==> config.mk <==
export PLATFORM = sky130hd
export DESIGN_NAME = dmem_ctrl
export DESIGN_NICKNAME = d
export VERILOG_FILES = /design/src/rtl/dmem_pkg.sv /design/src/rtl/dmem_ctrl_load_align.sv /design/src/rtl/dmem_ctrl.sv
export SDC_FILE = /design/constraint.sdc
export NUM_CORES = 1
export LEC_CHECK = 0
export CORE_ASPECT_RATIO = 1.75
export CORE_UTILIZATION = 35
export DETAILED_ROUTE_END_ITERATION = 10
export PLACE_DENSITY = 0.76
export REMOVE_ABC_BUFFERS = 1
export SLEW_MARGIN = 20
export SYNTH_ARGS = -nofsm -noshare
export SYNTH_HDL_FRONTEND = slang
export SYNTH_SLANG_ARGS = --single-unit
export TNS_END_PERCENT = 10
==> constraint.sdc <==
create_clock -name clk_i -period 2.9 [get_ports clk_i]
set_clock_uncertainty 0.05 [all_clocks]
set_input_delay 0.87 -clock clk_i [delete_from_list [all_inputs] [get_ports clk_i]]
set_output_delay 0.87 -clock clk_i [all_outputs]
set_load 0.02 [all_outputs]
==> src/rtl/dmem_pkg.sv <==
// Shared width codes, FSM encoding and lane helpers for the data-memory controller.
// Pure declarations: no latency, no flow control of its own.
package dmem_pkg;

    localparam logic [1:0] W_BYTE = 2'b00;
    localparam logic [1:0] W_HALF = 2'b01;
    localparam logic [1:0] W_WORD = 2'b10;
    localparam logic [1:0] W_ILL  = 2'b11;

    localparam logic [1:0] ST_IDLE = 2'b00;
    localparam logic [1:0] ST_BUSY = 2'b01;
    localparam logic [1:0] ST_DONE = 2'b10;

    localparam int TIMEOUT_DEFAULT = 255;

    // Request captured in IDLE and held stable for the whole bus transaction.
    typedef struct packed {
        logic [31:0] addr;
        logic [1:0]  width;
        logic        sign;
        logic        we;
        logic [3:0]  be;
        logic [31:0] wdata;
    } req_t;

    function automatic logic [3:0] byte_en(input logic [1:0] width, input logic [1:0] off);
        case (width)
            W_BYTE:  return 4'b0001 << off;
            W_HALF:  return off[1] ? 4'b1100 : 4'b0011;
            default: return 4'b1111;
        endcase
    endfunction

    function automatic logic [31:0] store_rep(input logic [1:0] width, input logic [31:0] data);
        case (width)
            W_BYTE:  return {4{data[7:0]}};
            W_HALF:  return {2{data[15:0]}};
            default: return data;
        endcase
    endfunction

    function automatic logic is_misaligned(input logic [1:0] width, input logic [1:0] off);
        return (width == W_ILL) ||
               ((width == W_HALF) && off[0]) ||
               ((width == W_WORD) && (off != 2'b00));
    endfunction

endpackage

==> src/rtl/dmem_ctrl_load_align.sv <==
// Load data aligner: shifts the addressed lane down, truncates to width, extends.
// Purely combinational, zero latency, no backpressure.
module load_align
    import dmem_pkg::*;
(
    input  logic [31:0] word_i,
    input  logic [1:0]  off_i,
    input  logic [1:0]  width_i,
    input  logic        sign_i,
    output logic [31:0] data_o
);

    logic [31:0] shifted;

    always_comb begin
        shifted = word_i >> {off_i, 3'b000};
        case (width_i)
            W_BYTE:  data_o = {{24{sign_i & shifted[7]}}, shifted[7:0]};
            W_HALF:  data_o = {{16{sign_i & shifted[15]}}, shifted[15:0]};
            default: data_o = shifted;
        endcase
    end

endmodule

==> src/rtl/dmem_ctrl.sv <==
// MEM-stage data-memory controller: one outstanding request, ack-terminated, with timeout.
// Stalls the pipeline from request issue until ack (or timeout); load data lands one cycle after ack.
module dmem_ctrl
    import dmem_pkg::*;
#(
    parameter int TIMEOUT = TIMEOUT_DEFAULT
) (
    input  logic        clk_i,
    input  logic        rst_i,
    input  logic        mem_read_i,
    input  logic        mem_write_i,
    input  logic [1:0]  mem_width_i,
    input  logic        mem_sign_extend_i,
    input  logic [31:0] addr_i,
    input  logic [31:0] wdata_i,
    input  logic        flush_i,
    output logic        stall_o,
    output logic [31:0] rdata_o,
    output logic        misaligned_o,
    output logic        bus_error_o,
    output logic        dmem_req_o,
    output logic        dmem_we_o,
    output logic [31:0] dmem_addr_o,
    output logic [3:0]  dmem_be_o,
    output logic [31:0] dmem_wdata_o,
    input  logic        dmem_ack_i,
    input  logic [31:0] dmem_rdata_i
);

    localparam int CNT_W = $clog2(TIMEOUT + 1);

    logic [1:0]       state_q, state_d;
    req_t             req_q, req_d;
    logic [CNT_W-1:0] cnt_q, cnt_d;
    logic             squash_q, squash_d;
    logic [31:0]      rdata_q, rdata_d;
    logic             mis_q, mis_d;
    logic             berr_q, berr_d;

    logic        op;
    logic        fault;
    logic        start;
    logic        kill;
    logic [31:0] load_data;

    load_align u_load_align (
        .word_i  (dmem_rdata_i),
        .off_i   (req_q.addr[1:0]),
        .width_i (req_q.width),
        .sign_i  (req_q.sign),
        .data_o  (load_data)
    );

    assign op    = mem_read_i | mem_write_i;
    assign fault = is_misaligned(mem_width_i, addr_i[1:0]);
    assign start = (state_q == ST_IDLE) && op && !flush_i && !fault;
    // A flush arriving in the ack cycle itself squashes just like an earlier one.
    assign kill  = squash_q | flush_i;

    always_comb begin
        state_d  = state_q;
        req_d    = req_q;
        cnt_d    = cnt_q;
        squash_d = squash_q;
        rdata_d  = rdata_q;
        mis_d    = 1'b0;
        berr_d   = 1'b0;
        case (state_q)
            ST_IDLE: begin
                if (op && !flush_i) begin
                    if (fault) begin
                        mis_d = 1'b1;
                    end else begin
                        req_d.addr  = addr_i;
                        req_d.width = mem_width_i;
                        req_d.sign  = mem_sign_extend_i;
                        req_d.we    = mem_write_i;
                        req_d.be    = byte_en(mem_width_i, addr_i[1:0]);
                        req_d.wdata = store_rep(mem_width_i, wdata_i);
                        cnt_d       = '0;
                        squash_d    = 1'b0;
                        state_d     = ST_BUSY;
                    end
                end
            end
            ST_BUSY: begin
                if (dmem_ack_i) begin
                    if (!req_q.we && !kill) begin
                        rdata_d = load_data;
                    end
                    state_d  = kill ? ST_IDLE : ST_DONE;
                    squash_d = 1'b0;
                end else if (cnt_q == CNT_W'(TIMEOUT - 1)) begin
                    berr_d   = 1'b1;
                    squash_d = 1'b0;
                    state_d  = ST_IDLE;
                end else begin
                    cnt_d = cnt_q + CNT_W'(1);
                    if (flush_i) begin
                        squash_d = 1'b1;
                    end
                end
            end
            ST_DONE: state_d = ST_IDLE;
            default: state_d = ST_IDLE;
        endcase
    end

    always_ff @(posedge clk_i or negedge rst_i) begin
        if (!rst_i) begin
            state_q  <= ST_IDLE;
            req_q    <= '0;
            cnt_q    <= '0;
            squash_q <= 1'b0;
            rdata_q  <= '0;
            mis_q    <= 1'b0;
            berr_q   <= 1'b0;
        end else begin
            state_q  <= state_d;
            req_q    <= req_d;
            cnt_q    <= cnt_d;
            squash_q <= squash_d;
            rdata_q  <= rdata_d;
            mis_q    <= mis_d;
            berr_q   <= berr_d;
        end
    end

    // Stall is combinational in IDLE so the issuing instruction is held in the same cycle.
    assign stall_o      = rst_i & (start | (state_q == ST_BUSY));
    assign rdata_o      = rdata_q;
    assign misaligned_o = mis_q;
    assign bus_error_o  = berr_q;
    assign dmem_req_o   = (state_q == ST_BUSY);
    assign dmem_we_o    = req_q.we;
    assign dmem_addr_o  = {req_q.addr[31:2], 2'b00};
    assign dmem_be_o    = req_q.be;
    assign dmem_wdata_o = req_q.wdata;

endmodule
==> metrics.txt, run 1 <==
# TYPE chip_impl_metric gauge
chip_impl_info{name="highest_count_cells_in_the_layout_ignoring_fill_and_taps",value="198 x sky130_fd_sc_hd__clkdlybuf4s50_1, 117 x sky130_fd_sc_hd__dfrtp_1, 54 x sky130_fd_sc_hd__nand2_1, 42 x sky130_fd_sc_hd__mux2_1, 40 x sky130_fd_sc_hd__mux2i_1"} 1
chip_impl_metric{name="floorplan.rows",unit=""} 63
chip_impl_metric{name="final.period_utilization",unit=""} 0.987
chip_impl_metric{name="drtAntennaViolNets",unit=""} 0
chip_impl_metric{name="grt.overflow.total",unit=""} 0
chip_impl_info{name="timing.setup.critical_path_class",value="in -> out"} 1
chip_impl_metric{name="crit_path_max_fanout",unit=""} 3
chip_impl_metric{name="final_hold_viol_count",unit=""} 0
chip_impl_metric{name="clk_transition_reported_paths",unit="ps"} 50
chip_impl_metric{name="proportion_of_synthesized_chip_area_in_sequential_cells",unit=""} 0.486
chip_impl_metric{name="dp.final_hpwl",unit="µm"} 11200
chip_impl_metric{name="p_total",unit="mW"} 7.47
chip_impl_metric{name="floorplan.die.width",unit="µm"} 101
chip_impl_metric{name="tightest_slew",unit="ps"} 944
chip_impl_metric{name="worst_vdd_ir",unit="µV"} 410
chip_impl_metric{name="dr_total_vias",unit=""} 4641
chip_impl_metric{name="report.final.setup_viol",unit=""} 0
chip_impl_metric{name="timing.critical_path.buf_inv",unit=""} 3
chip_impl_metric{name="die_area",unit="µm²"} 17700
chip_impl_info{name="critical_path.slowest_cell",value="sky130_fd_sc_hd__dlygate4sd2_1"} 1
chip_impl_info{name="cp_top_family",value="buffers and inverters"} 1
chip_impl_info{name="worst_path_most_repeated_cell",value="sky130_fd_sc_hd__buf_4"} 1
chip_impl_info{name="worst_setup_path_start_kind",value="primary input"} 1
chip_impl_metric{name="post_synthesis_cell_area",unit="µm²"} 6020
chip_impl_metric{name="cts.sinks",unit=""} 117
chip_impl_metric{name="endpoint_required_time_on_the_critical_path",unit="ps"} 1980
chip_impl_metric{name="avgSynthCellArea",unit="µm²"} 10.6
chip_impl_metric{name="floorplan.initialDensity",unit=""} 0.357
chip_impl_metric{name="fin_worst_hold_slack",unit="ps"} 425
chip_impl_metric{name="ctsLongestPathBuffers",unit=""} 2
chip_impl_metric{name="asyncSetResetFlopFracSynth",unit=""} 1.00
chip_impl_metric{name="area_growth_syn_to_fin",unit="%"} 41.5
chip_impl_metric{name="insertion_delay",unit="ps"} 410
chip_impl_metric{name="placedCellCount",unit=""} 923
chip_impl_metric{name="gp_routability_congestion",unit=""} 0.777
chip_impl_metric{name="cp_data_arrival_time",unit="ps"} 1940
chip_impl_metric{name="max_cap_viol_count",unit=""} 0
chip_impl_metric{name="critical-path-max-stage-delay",unit="ps"} 300
chip_impl_info{name="worst_hold_path_type",value="reg -> reg"} 1
chip_impl_metric{name="post_synth_inst_count",unit=""} 568
chip_impl_metric{name="post_cts_hold_buffer_count",unit=""} 0
chip_impl_info{name="ys_dominant_reg_cell",value="sky130_fd_sc_hd__dfrtp_1"} 1
chip_impl_metric{name="share_of_power_burned_in_combinational_logic",unit=""} 0.388
chip_impl_info{name="cp-end-kind",value="primary output"} 1
chip_impl_metric{name="cts-htree-levels",unit=""} 4
chip_impl_metric{name="totalWireLength",unit="µm"} 15600
chip_impl_metric{name="slew_headroom",unit=""} 0.368
chip_impl_metric{name="grt_pass1_wl",unit="µm"} 24600
chip_impl_metric{name="viasPerCell",unit=""} 4.84
chip_impl_metric{name="total_switching_power",unit="mW"} 2.53
chip_impl_metric{name="maxSlewViolCount",unit=""} 0
chip_impl_metric{name="pwr_density_cell",unit="nW/µm²"} 877
chip_impl_metric{name="tritoncts_buffer_count",unit=""} 17
chip_impl_metric{name="numPortBuffers",unit=""} 207
chip_impl_metric{name="grt_use_total",unit=""} 0.184
chip_impl_metric{name="drt-wirelength-per-cell",unit="µm"} 16.2
chip_impl_metric{name="design.final.nets",unit=""} 825
chip_impl_metric{name="switching_power_share_of_the_total",unit=""} 0.338
chip_impl_metric{name="post-route-min-period",unit="ps"} 2860
chip_impl_metric{name="design.core.area",unit="µm²"} 16900
chip_impl_info{name="status",value="finished clean"} 1
chip_impl_metric{name="yosys_warnings",unit=""} 0
chip_impl_metric{name="synth_edf_count",unit=""} 0
chip_impl_metric{name="drtIter0Drc",unit=""} 97
chip_impl_metric{name="io_count",unit=""} 210
chip_impl_metric{name="leakage",unit="nW"} 3.67
chip_impl_info{name="layout_commonest_cell",value="sky130_fd_sc_hd__clkdlybuf4s50_1"} 1
chip_impl_metric{name="power_report.internal_total",unit="mW"} 4.94
chip_impl_metric{name="power.clock.fraction",unit=""} 0.281
chip_impl_metric{name="final_cells",unit=""} 959
chip_impl_metric{name="via_count_of_the_first_global_routing_pass",unit=""} 4837
chip_impl_metric{name="number_of_optimization_iterations_in_the_first_detailed_route_pass",unit=""} 4
chip_impl_metric{name="number_of_antenna_violations_at_the_first_check_in_global_routing",unit=""} 1
chip_impl_info{name="critical_path.cell_chain",value="dlygate4sd2_1, nor3_2, o211ai_1, buf_4, a21boi_1, buf_4"} 1
chip_impl_metric{name="yosys_register_bits",unit=""} 117
chip_impl_metric{name="drive_gt1_frac",unit=""} 0.115
chip_impl_metric{name="die_h",unit="µm"} 175
chip_impl_info{name="clock_tree.root_cell",value="sky130_fd_sc_hd__clkbuf_16"} 1
chip_impl_info{name="tritoncts",value="yes"} 1
chip_impl_metric{name="remaining_drc_errors",unit=""} 0
chip_impl_metric{name="seq_power_share",unit=""} 0.332
chip_impl_metric{name="fmax",unit="MHz"} 349
chip_impl_metric{name="grt_max_degree",unit=""} 101
chip_impl_metric{name="synth_cell_types",unit=""} 49
[cell type report]
| cell class | count | area (µm²) |
|---|---|---|
| Antenna cell | 1 | 2.50 |
| Clock buffer | 21 | 450 |
| Multi-Input combinational cell | 344 | 2420 |
| Timing Repair Buffer | 231 | 2270 |
| Tap cell | 227 | 284 |
| Clock inverter | 11 | 133 |
| Fill cell | 1566 | 8350 |
| Sequential cell | 117 | 2930 |
| Inverter | 7 | 26.3 |
[per-stage QoR]
step	setup TNS, ps	util	instance area [µm²]	setup WS [ps]
after global routing	-12.6	0.505	8510	-12.6
after CTS	0	0.504	8500	4.21
after floorplan	-199790	-	5360	-4170
after global placement	-32250	0.468	7900	-750
after detailed placement	-33860	0.468	7900	-759
final	0	0.505	8520	38.4
[worst paths after layout]
path | end | slack, ps | cells after the start | start
worst min register to register | dmem_wdata_o[11]$_DFFE_PN0P_ | 430 | 2 | dmem_wdata_o[11]$_DFFE_PN0P_
worst max register to register | rdata_o[22]$_DFFE_PN0P_ | 890 | 4 | req_q[40]$_DFFE_PN0P_
max in group asynchronous | dmem_wdata_o[27]$_DFFE_PN0P_ | 900 | 3 | rst_i
min in group asynchronous | state_q[1]$_DFFE_PN0P_ | 550 | 2 | rst_i
worst max-delay path | stall_o | 40 | 6 | addr_i[0]
worst min-delay path | dmem_wdata_o[11]$_DFFE_PN0P_ | 430 | 2 | dmem_wdata_o[11]$_DFFE_PN0P_
[power groups by stage]
stage | Combinational, mW | Sequential (mW) | Clock (mW)
floorplan | 0.757 | 3.14 | 0
global placement | 2.88 | 2.48 | 0
detailed placement | 2.92 | 2.51 | 0
CTS | 2.93 | 2.49 | 2.15
global route | 3.11 | 2.56 | 2.22
finish | 2.90 | 2.48 | 2.09
[Yosys cell counts (2+ instances only)]
cell,instances,area [µm²]
sky130_fd_sc_hd__a211oi_1,8,60.1
sky130_fd_sc_hd__a21boi_0,2,15.0
sky130_fd_sc_hd__a21oi_1,25,125
sky130_fd_sc_hd__a21oi_2,8,70.1
sky130_fd_sc_hd__buf_2,12,60.1
sky130_fd_sc_hd__buf_4,68,510
sky130_fd_sc_hd__buf_6,2,22.5
sky130_fd_sc_hd__clkbuf_1,18,67.6
sky130_fd_sc_hd__dfrtp_1,117,2930
sky130_fd_sc_hd__ha_1,2,25.0
sky130_fd_sc_hd__inv_1,7,26.3
sky130_fd_sc_hd__mux2_1,42,473
sky130_fd_sc_hd__mux2_2,8,90.1
sky130_fd_sc_hd__mux2i_1,40,400
sky130_fd_sc_hd__nand2_1,54,203
sky130_fd_sc_hd__nand2b_1,2,12.5
sky130_fd_sc_hd__nand3_1,17,85.1
sky130_fd_sc_hd__nor2_1,31,116
sky130_fd_sc_hd__nor2b_1,9,56.3
sky130_fd_sc_hd__nor3_1,7,35.0
sky130_fd_sc_hd__o211a_1,2,20.0
sky130_fd_sc_hd__o211ai_1,3,22.5
sky130_fd_sc_hd__o21ai_0,28,140
sky130_fd_sc_hd__o21ai_1,14,70.1
sky130_fd_sc_hd__o2bb2ai_1,8,70.1
sky130_fd_sc_hd__o311ai_0,3,26.3
sky130_fd_sc_hd__or3_1,8,50.1
sky130_fd_sc_hd__xor2_1,2,17.5
[kinds of logic (layout without fill, tap and decap cells)]
| logic type | count (synthesis) | count (layout) | share of synthesized area |
|---|---|---|---|
| XOR/XNOR | 2 | 2 | 0.00291 |
| AND/OR/NAND/NOR | 140 | 140 | 0.113 |
| other | 1 | 3 | 0.000623 |
| buffers and inverters | 108 | 270 | 0.115 |
| adder cells (fa/ha/maj) | 2 | 2 | 0.00416 |
| multiplexers | 91 | 91 | 0.164 |
| AO/OA/AOI/OAI | 107 | 107 | 0.115 |
| flip-flops | 117 | 117 | 0.486 |
[layer usage]
layer,global-route usage,share of wire,up-vias
met4,0.0918,0.034,0
li1,-,-,2216
met1,0.185,0.36,2217
met3,0.0617,0.075,26
met2,0.330,0.53,182
met5,0,0,-
[state kept, by name, indices dropped and copies added (netlist names)]
register and flops:
rdata_o 32, dmem_wdata_o 32, dmem_addr_o 30, bus_error_o 1, cnt_q 8, dmem_we_o 1, state_q 2, misaligned_o 1
req_q 5, dmem_be_o 4, squash_q 1
[tightest hold or removal path: cells and delay by family (launching register included)]
| family | cells | cell delay [ps] |
|---|---|---|
| AO/OA/AOI/OAI | 1 | 60 |
| flip-flops | 1 | 340 |
| AND/OR/NAND/NOR | 1 | 40 |
[repair_timing]
action / in CTS / in global routing
buffers inserted: 2 / 1
hold endpoints to repair: 0 / 0
endpoints found under the setup margin: 47 / 1
resized for setup: 16 / 4
pin swaps: 6 / 6
No activity file was read; power rests on OpenSTA's default activity.
==> inputs of run 2 (changes only) <==
--- a/config.mk
+++ b/config.mk
@@ -5,6 +5,7 @@
 export SDC_FILE = /design/constraint.sdc
 export NUM_CORES = 1
 export LEC_CHECK = 0
+export CAP_MARGIN = 20
 export CORE_ASPECT_RATIO = 1.75
 export CORE_UTILIZATION = 35
 export DETAILED_ROUTE_END_ITERATION = 10
==> results of run 2 <==
No change in the layout: final DEF, timing and power equal those of run 1.
